<file path="src/rtl/memgame_pkg.sv">
// Shared types and helpers for the memory-game player-input path.
package memgame_pkg;

    localparam int NUM_BTN = 8;

    typedef logic [2:0] symbol_t;

    typedef enum logic [1:0] {
        IDLE     = 2'd0,
        DEBOUNCE = 2'd1,
        EMIT     = 2'd2,
        RELEASE  = 2'd3
    } enc_state_t;

    // Index of the highest set bit; callers guarantee a one-hot input.
    function automatic symbol_t onehot_to_sym(input logic [NUM_BTN-1:0] vec);
        symbol_t idx;
        idx = '0;
        for (int i = 0; i < NUM_BTN; i++) begin
            if (vec[i]) idx = symbol_t'(i);
        end
        return idx;
    endfunction

endpackage

</file>
<file path="src/rtl/button_symbol_encoder_btn_sync.sv">
// Two-flop synchroniser for asynchronous level inputs; resets to all-zero.
module btn_sync #(
    parameter int WIDTH = 8
) (
    input  logic             clk,
    input  logic             rst_n,
    input  logic [WIDTH-1:0] d_i,
    output logic [WIDTH-1:0] q_o
);

    logic [WIDTH-1:0] meta_q;
    logic [WIDTH-1:0] sync_q;

    always_ff @(posedge clk or negedge rst_n) begin
        if (!rst_n) begin
            meta_q <= '0;
            sync_q <= '0;
        end else begin
            meta_q <= d_i;
            sync_q <= meta_q;
        end
    end

    assign q_o = sync_q;

endmodule

</file>
<file path="src/rtl/button_symbol_encoder.sv">
// Debounces the 8 player buttons and hands one 3-bit symbol per press-release
// to the input-handling logic over valid/ready.
//
// state    | meaning
// IDLE     | waiting for any synchronised button
// DEBOUNCE | snapshot must stay unchanged for DEBOUNCE_CYCLES cycles
// EMIT     | symbol presented, waiting for sym_ready
// RELEASE  | waiting for all buttons up for DEBOUNCE_CYCLES cycles
module button_symbol_encoder
    import memgame_pkg::*;
#(
    parameter int DEBOUNCE_CYCLES = 50000
) (
    input  logic               clk,
    input  logic               rst_n,
    input  logic               en,
    input  logic [NUM_BTN-1:0] btn,
    input  logic               sym_ready,
    output logic               sym_valid,
    output symbol_t            sym,
    output logic               multi_err,
    output logic               busy
);

    localparam int              CNT_W    = $clog2(DEBOUNCE_CYCLES + 1);
    localparam logic [CNT_W-1:0] CNT_LAST = CNT_W'(DEBOUNCE_CYCLES - 1);

    logic [NUM_BTN-1:0] bsync;
    logic [NUM_BTN-1:0] snap_q, snap_d;
    logic [CNT_W-1:0]   cnt_q, cnt_d;
    enc_state_t         state_q, state_d;
    symbol_t            sym_q, sym_d;
    logic               valid_q, valid_d;
    logic               merr_q, merr_d;

    btn_sync #(.WIDTH(NUM_BTN)) u_btn_sync (
        .clk   (clk),
        .rst_n (rst_n),
        .d_i   (btn),
        .q_o   (bsync)
    );

    always_comb begin
        state_d = state_q;
        snap_d  = snap_q;
        cnt_d   = cnt_q;
        sym_d   = sym_q;
        valid_d = valid_q;
        merr_d  = 1'b0;

        if (!en) begin
            // sym keeps its last value so the consumer never sees it glitch
            state_d = IDLE;
            valid_d = 1'b0;
            cnt_d   = '0;
        end else begin
            case (state_q)
                IDLE: begin
                    if (bsync != '0) begin
                        snap_d  = bsync;
                        cnt_d   = '0;
                        state_d = DEBOUNCE;
                    end
                end
                DEBOUNCE: begin
                    if (bsync == '0) begin
                        state_d = IDLE;
                    end else if (bsync != snap_q) begin
                        snap_d = bsync;
                        cnt_d  = '0;
                    end else if (cnt_q == CNT_LAST) begin
                        if ($onehot(snap_q)) begin
                            sym_d   = onehot_to_sym(snap_q);
                            valid_d = 1'b1;
                            state_d = EMIT;
                        end else begin
                            merr_d  = 1'b1;
                            cnt_d   = '0;
                            state_d = RELEASE;
                        end
                    end else begin
                        cnt_d = cnt_q + 1'b1;
                    end
                end
                EMIT: begin
                    if (valid_q && sym_ready) begin
                        valid_d = 1'b0;
                        cnt_d   = '0;
                        state_d = RELEASE;
                    end
                end
                RELEASE: begin
                    if (bsync != '0) begin
                        cnt_d = '0;
                    end else if (cnt_q == CNT_LAST) begin
                        state_d = IDLE;
                    end else begin
                        cnt_d = cnt_q + 1'b1;
                    end
                end
                default: begin
                    state_d = IDLE;
                    valid_d = 1'b0;
                    cnt_d   = '0;
                end
            endcase
        end
    end

    always_ff @(posedge clk or negedge rst_n) begin
        if (!rst_n) begin
            state_q <= IDLE;
            snap_q  <= '0;
            cnt_q   <= '0;
            sym_q   <= '0;
            valid_q <= 1'b0;
            merr_q  <= 1'b0;
        end else begin
            state_q <= state_d;
            snap_q  <= snap_d;
            cnt_q   <= cnt_d;
            sym_q   <= sym_d;
            valid_q <= valid_d;
            merr_q  <= merr_d;
        end
    end

    assign sym_valid = valid_q;
    assign sym       = sym_q;
    assign multi_err = merr_q;
    assign busy      = (state_q != IDLE);

endmodule

</file>
<file path="config.mk">
export PLATFORM = sky130hd
export DESIGN_NAME = button_symbol_encoder
export DESIGN_NICKNAME = d
export VERILOG_FILES = /design/src/rtl/memgame_pkg.sv /design/src/rtl/button_symbol_encoder_btn_sync.sv /design/src/rtl/button_symbol_encoder.sv
export SDC_FILE = /design/constraint.sdc
export NUM_CORES = 1
export LEC_CHECK = 0
export BUFFER_PORTS_ARGS = -buffer_cell sky130_fd_sc_hd__buf_4
export CORE_MARGIN = 5
export CORE_UTILIZATION = 29
export DETAILED_ROUTE_END_ITERATION = 6
export GPL_TIMING_DRIVEN = 0
export MAX_ROUTING_LAYER = met4
export PLACE_DENSITY_LB_ADDON = 0.15
export SKIP_LAST_GASP = 1
export SLEW_MARGIN = 20
export SYNTH_ARGS = -nofsm -noshare
export SYNTH_HDL_FRONTEND = slang
export SYNTH_SLANG_ARGS = --single-unit
</file>
<file path="constraint.sdc">
create_clock -name clk -period 5.3 [get_ports clk]
set_input_delay 0.53 -clock clk [delete_from_list [all_inputs] [get_ports clk]]
set_output_delay 0.53 -clock clk [all_outputs]
set_load 0.005 [all_outputs]
</file>
# After elaboration in Yosys (flattened, before gate mapping)
# Index checks and enable logic that the tools add are counted.
dict set report classes {
  n_addsub 8
  n_eq_ne 22
  n_mux 44
  n_bitwise 2
  n_reduce_logical 11
}
# operator count
set ops {}
lappend ops {{two-way mux 16 bit} 9}
lappend ops {{one-hot mux 16 bit (4 select lines)} 1}
lappend ops {{two-way mux 8 bit} 3}
lappend ops {{!= test 3 bit, second input constant} 8}
lappend ops {{two-way mux 3 bit} 6}
lappend ops {{AND reduction 6 bit} 3}
lappend ops {{adder 16 x 1 -> 16 bit, second input constant} 1}
lappend ops {{equality test 16 bit, second input constant} 1}
lappend ops {{two-way mux 2 bit} 8}
lappend ops {{one-hot mux 8 bit (2 select lines)} 1}
lappend ops {{two-way mux 1 bit} 14}
lappend ops {{!= test 4 bit, second input constant} 3}
lappend ops {{AND reduction 5 bit} 2}
lappend ops {{adder 1 x 1 -> 2 bit} 4}
lappend ops {{logical NOT 8 bit} 1}
lappend ops {{!= test 8 bit} 1}
lappend ops {{one-hot mux 2 bit (4 select lines)} 1}
lappend ops {{nonzero test 8 bit} 1}
lappend ops {{adder 2 x 2 -> 3 bit} 2}
lappend ops {{!= test 2 bit, second input constant} 3}
lappend ops {{!= test 5 bit, second input constant} 1}
lappend ops {{adder 3 x 3 -> 4 bit} 1}
lappend ops {{equality test 2 bit, second input constant} 2}
lappend ops {{equality test 4 x 1 -> 1 bit, second input constant} 1}
lappend ops {{other kinds (7)} 9}
dict set report totals {
  reg_bits 47
}

# Depth between registers and ports, before layout
dict set report depth {
  word_depth 10
  ltp_mapped 15
}

# Cells and area by module
# Synthesis repeated with hierarchy kept, for this count alone.
dict set report unflattened {
  cells_unflattened 238
  hier_area_um2 2407.3
}
# mod instances cells_each area_per_inst_um2 seq_area_each_um2
set by_module_without_submodules {}
lappend by_module_without_submodules {button_symbol_encoder 1 222 2006.9 775.7}
lappend by_module_without_submodules {btn_sync 1 16 400.4 400.4}

# Least setup slack after synthesis
# OpenSTA, ideal clock, no wires.
dict set report synth_path {
  kind {reg-to-reg}
  startpoint {register snap_q[0]}
  endpoint {register sym_q[1] (netlist: sym[1])}
  setup_ns 0.125
  arrival_ns 3.550
  t_required_ns 5.175
  slack_ns 1.625
  path_stages_with_launch 15
  synth_period_minus_slack_ns 3.675
  path_cell_list {dfrtp_1 -> inv_1 -> fa_1 -> fa_1 -> fa_1 -> inv_1 -> ha_1 -> inv_1 -> fa_1 -> a211oi_1 -> nand4_1 -> nand2_1 -> inv_1 -> nor3_4 -> mux2_2}
}
dict set report synth_between {
  elab_chain_cells 5
}
# element line
set synth_lines {}
lappend synth_lines {{start, declared} button_symbol_encoder.sv:29} ;# logic [NUM_BTN-1:0] snap_q, snap_d;
lappend synth_lines {{start signal, assigned} button_symbol_encoder.sv:120} ;# snap_q <= snap_d;
lappend synth_lines {{adder 1 x 1 -> 2 bit (implied by the code)} button_symbol_encoder.sv:72} ;# if ($onehot(snap_q)) begin
lappend synth_lines {{adder 2 x 2 -> 3 bit (implied by the code)} button_symbol_encoder.sv:72}
lappend synth_lines {{adder 3 x 3 -> 4 bit (implied by the code)} button_symbol_encoder.sv:72}
lappend synth_lines {{equality test 4 x 1 -> 1 bit} button_symbol_encoder.sv:72}
lappend synth_lines {{AND reduction 6 bit (no line) (*)} -}
lappend synth_lines {{end signal, assigned} button_symbol_encoder.sv:122} ;# sym_q <= sym_d;
lappend synth_lines {{end, declared} button_symbol_encoder.sv:32} ;# symbol_t sym_q, sym_d;
# Mark *: on every way between the ends. The rest lies on a longest branch, timed or not.
# A chain may end at the register's enable or synchronous reset.

# Worst setup path after layout
# Same ends and word-level chain as after synthesis.

==> flow_metrics.env <==
export IMPL_dieArea_um2=10200
export IMPL_cp_start_kind="flop"
export IMPL_first_pass_iters=4
export IMPL_std_cell_rows=33
export IMPL_cts_clk_slew_worst_paths_ps=100
export IMPL_grt_overflow_total=0
export IMPL_grt_pass1_wl_um=8300
export IMPL_worst_pin_slew_ps=594
export IMPL_ant_nets=0
export IMPL_slew_limit_headroom_pct=60.0
export IMPL_n_fill_cell=826
export IMPL_post_drt_wl_per_cell_um=13.2
export IMPL_status="completed"
export IMPL_cts_setup_buffers=0
export IMPL_finalSetupTns_ps=0
export IMPL_synth_area_per_cell_um2=10.8
export IMPL_ir_worst_vdd_uv=108
export IMPL_grt_usage_pct=10.5
export IMPL_core_area_um2=8130
export IMPL_max_freq_mhz=253
export IMPL_layout_drive_gt1_share_pct=20.3
export IMPL_wl_um=4630
export IMPL_start_util_pct=29.5
export IMPL_netlist_cell_type_count=51
export IMPL_place_congestion=0.754
export IMPL_p_per_area_nw_per_um2=286
export IMPL_fin_skew_ps=7.94
export IMPL_htree_levels=2
export IMPL_synth_seq_cells=47
export IMPL_first_iter_violations=72
export IMPL_grt_max_degree=48
export IMPL_finalCriticalPeriod_ps=3950
export IMPL_grt_pass1_vias=1651
export IMPL_hold_ws_ps=228
export IMPL_cts_hold_buf=0
export IMPL_synth_main_ff_cell="dfrtp_1"
export IMPL_layout_commonest_cell="dfrtp_1"
export IMPL_async_flop_share_pct=100
export IMPL_setup_violations=0
export IMPL_hold_viol_final=0
export IMPL_synth_enable_flop_cells=0
export IMPL_yosysWarningCount=0
export IMPL_finalCritPeriodShare_pct=74.4
export IMPL_viasPerCell=4.74
export IMPL_critPathRequiredTime_ps=5500
export IMPL_max_cap_violations=0
export IMPL_die_w_um=101
export IMPL_post_cts_resized=0
export IMPL_worstSetupPathType="reg2reg"
export IMPL_syn_nets=241
export IMPL_dp_hpwl_um=3360
export IMPL_synth_cells=221
export IMPL_clockBufferDepth=2
export IMPL_cts_made_buffers=5
export IMPL_cts_tree="yes"
export IMPL_synth_seq_area_share_pct=49.1
export IMPL_cts_root_buffer="clkbuf_8"
export IMPL_syn_to_final_growth_pct=15.7
export IMPL_final_max_slew_viol_count=0
export IMPL_synth_cell_area_um2=2400
export IMPL_finalNetCount=265
export IMPL_critPathMaxFanout=4
export IMPL_n_antenna_cell=0
export IMPL_cp_arrival_ps=4140
export IMPL_drc=0
export IMPL_final_core_util_pct=34.1
export IMPL_clock_sinks=47
export IMPL_die_h_um=101
export IMPL_p_leak_nw=1.30
export IMPL_worstSetupEndpointType="flop"
export IMPL_antenna_found_initial=0
export IMPL_port_buffers=17
export IMPL_final_cell_mix="47 x dfrtp_1, 21 x inv_1, 19 x buf_4"
export IMPL_worst_skew_pair_late_latency_ps=300
export IMPL_io_pins=18
export IMPL_dr_total_vias=1662
export IMPL_grt_setup_unrepaired="no"
export IMPL_hp_class="in2async"
-- state kept, by name, summed over array words and instances, names as in the netlist --
name / flops
cnt_q: 16
u_btn_sync.q_o: 8
u_btn_sync.meta_q: 8
state_q: 2
sym: 3
snap_q: 8
sym_valid: 1
multi_err: 1
-- area by class of cell --
cell class / count / area [um2] / share of cell area, %
Multi-Input combinational cell: 147 / 1090 / 39.5
Clock buffer: 5 / 68.8 / 2.48
Timing Repair Buffer: 17 / 128 / 4.60
Sequential cell: 47 / 1180 / 42.4
Inverter: 21 / 78.8 / 2.84
Clock inverter: 3 / 47.5 / 1.72
Tap cell: 105 / 131 / 4.74
Buffer: 6 / 47.5 / 1.72
-- kinds of logic after synthesis --
group	after synthesis	share of synthesized area, %
adders and majority gates	8	5.43
DFF	47	49.1
xor gates and xnor gates	8	2.92
muxes	13	6.01
and+or+nand+nor	76	18.3
buffers and inverters	27	5.27
AOI/OAI and AO/OA	42	13.0
-- cell usage after synthesis (all sizes together), types with 2 or more instances --
master  count  area [um2]
nand4       5        31.3
or2         2        12.5
inv        21        78.8
nor4bb      2        20.0
o21ai      15        78.8
buf         6        47.5
mux2       11         124
mux2i       2        20.0
xnor2       8        70.1
a21o        8        60.1
a21oi       3        18.8
nor3        7        46.3
nand2      15        56.3
dfrtp      47        1180
nor2b       2        12.5
and4        2        20.0
a22o        3        26.3
fa          4        80.1
nor2       11        41.3
and2        3        18.8
nor4        4        25.0
a32o        2        20.0
nand3       4        20.0
and3        7        43.8
ha          4        50.1
nor3b       6        45.0
-- stage by stage --
stage          area (um2)  cells  power (mW)  setup WS (ps)
3_5_place_dp         2660    343       0.529           1340
5_1_grt              2770    351       0.849           1110
6_report             2770    351       0.792           1350
4_1_cts              2770    351       0.808           1310
3_3_place_gp         2660    343       0.526           1360
2_1_floorplan        2400    221       0.489           1630
-- routing by layer --
layer	up-vias	routed length (um)	global-route usage, %
met5	-	0	-
met4	0	78	3.68
met3	6	149	2.21
met2	21	1970	14.4
met1	804	2440	15.0
li1	831	-	-
-- where the power goes --
part           switching (mW)  internal [mW]
Clock                   0.129          0.143
Sequential             0.0118          0.372
Combinational          0.0770         0.0584
-- final timing paths --
| path | from | endpoint | slack (ps) | cells after the start |
|---|---|---|---|---|
| setup / recovery | snap_q[0]$_DFFE_PN0P_ | sym[1]$_DFFE_PN0P_ | 1350 | 14 |
| hold / removal | rst_n | cnt_q[7]$_DFFE_PN0P_ | 230 | 1 |
| setup reg to reg | snap_q[0]$_DFFE_PN0P_ | sym[1]$_DFFE_PN0P_ | 1350 | 14 |
| hold reg to reg | u_btn_sync.meta_q[6]$_DFF_PN0_ | u_btn_sync.q_o[6]$_DFF_PN0_ | 350 | 0 |
| max in group asynchronous | rst_n | u_btn_sync.q_o[2]$_DFF_PN0_ | 4670 | 1 |
| min in group clk | btn[4] | u_btn_sync.meta_q[4]$_DFF_PN0_ | 330 | 1 |
-- worst max-delay path, cell delays in order, from the launching register on --
cell and delay, ps:
dfrtp_1 390, inv_1 70, fa_1 550, fa_1 420, fa_1 430, inv_1 60
ha_1 160, inv_1 60, fa_1 390, a211oi_1 240, nand4_1 120, nand2_1 200
inv_1 100, nor3_4 280, mux2_2 360
Note: power is estimated with default switching activity, not from simulation.
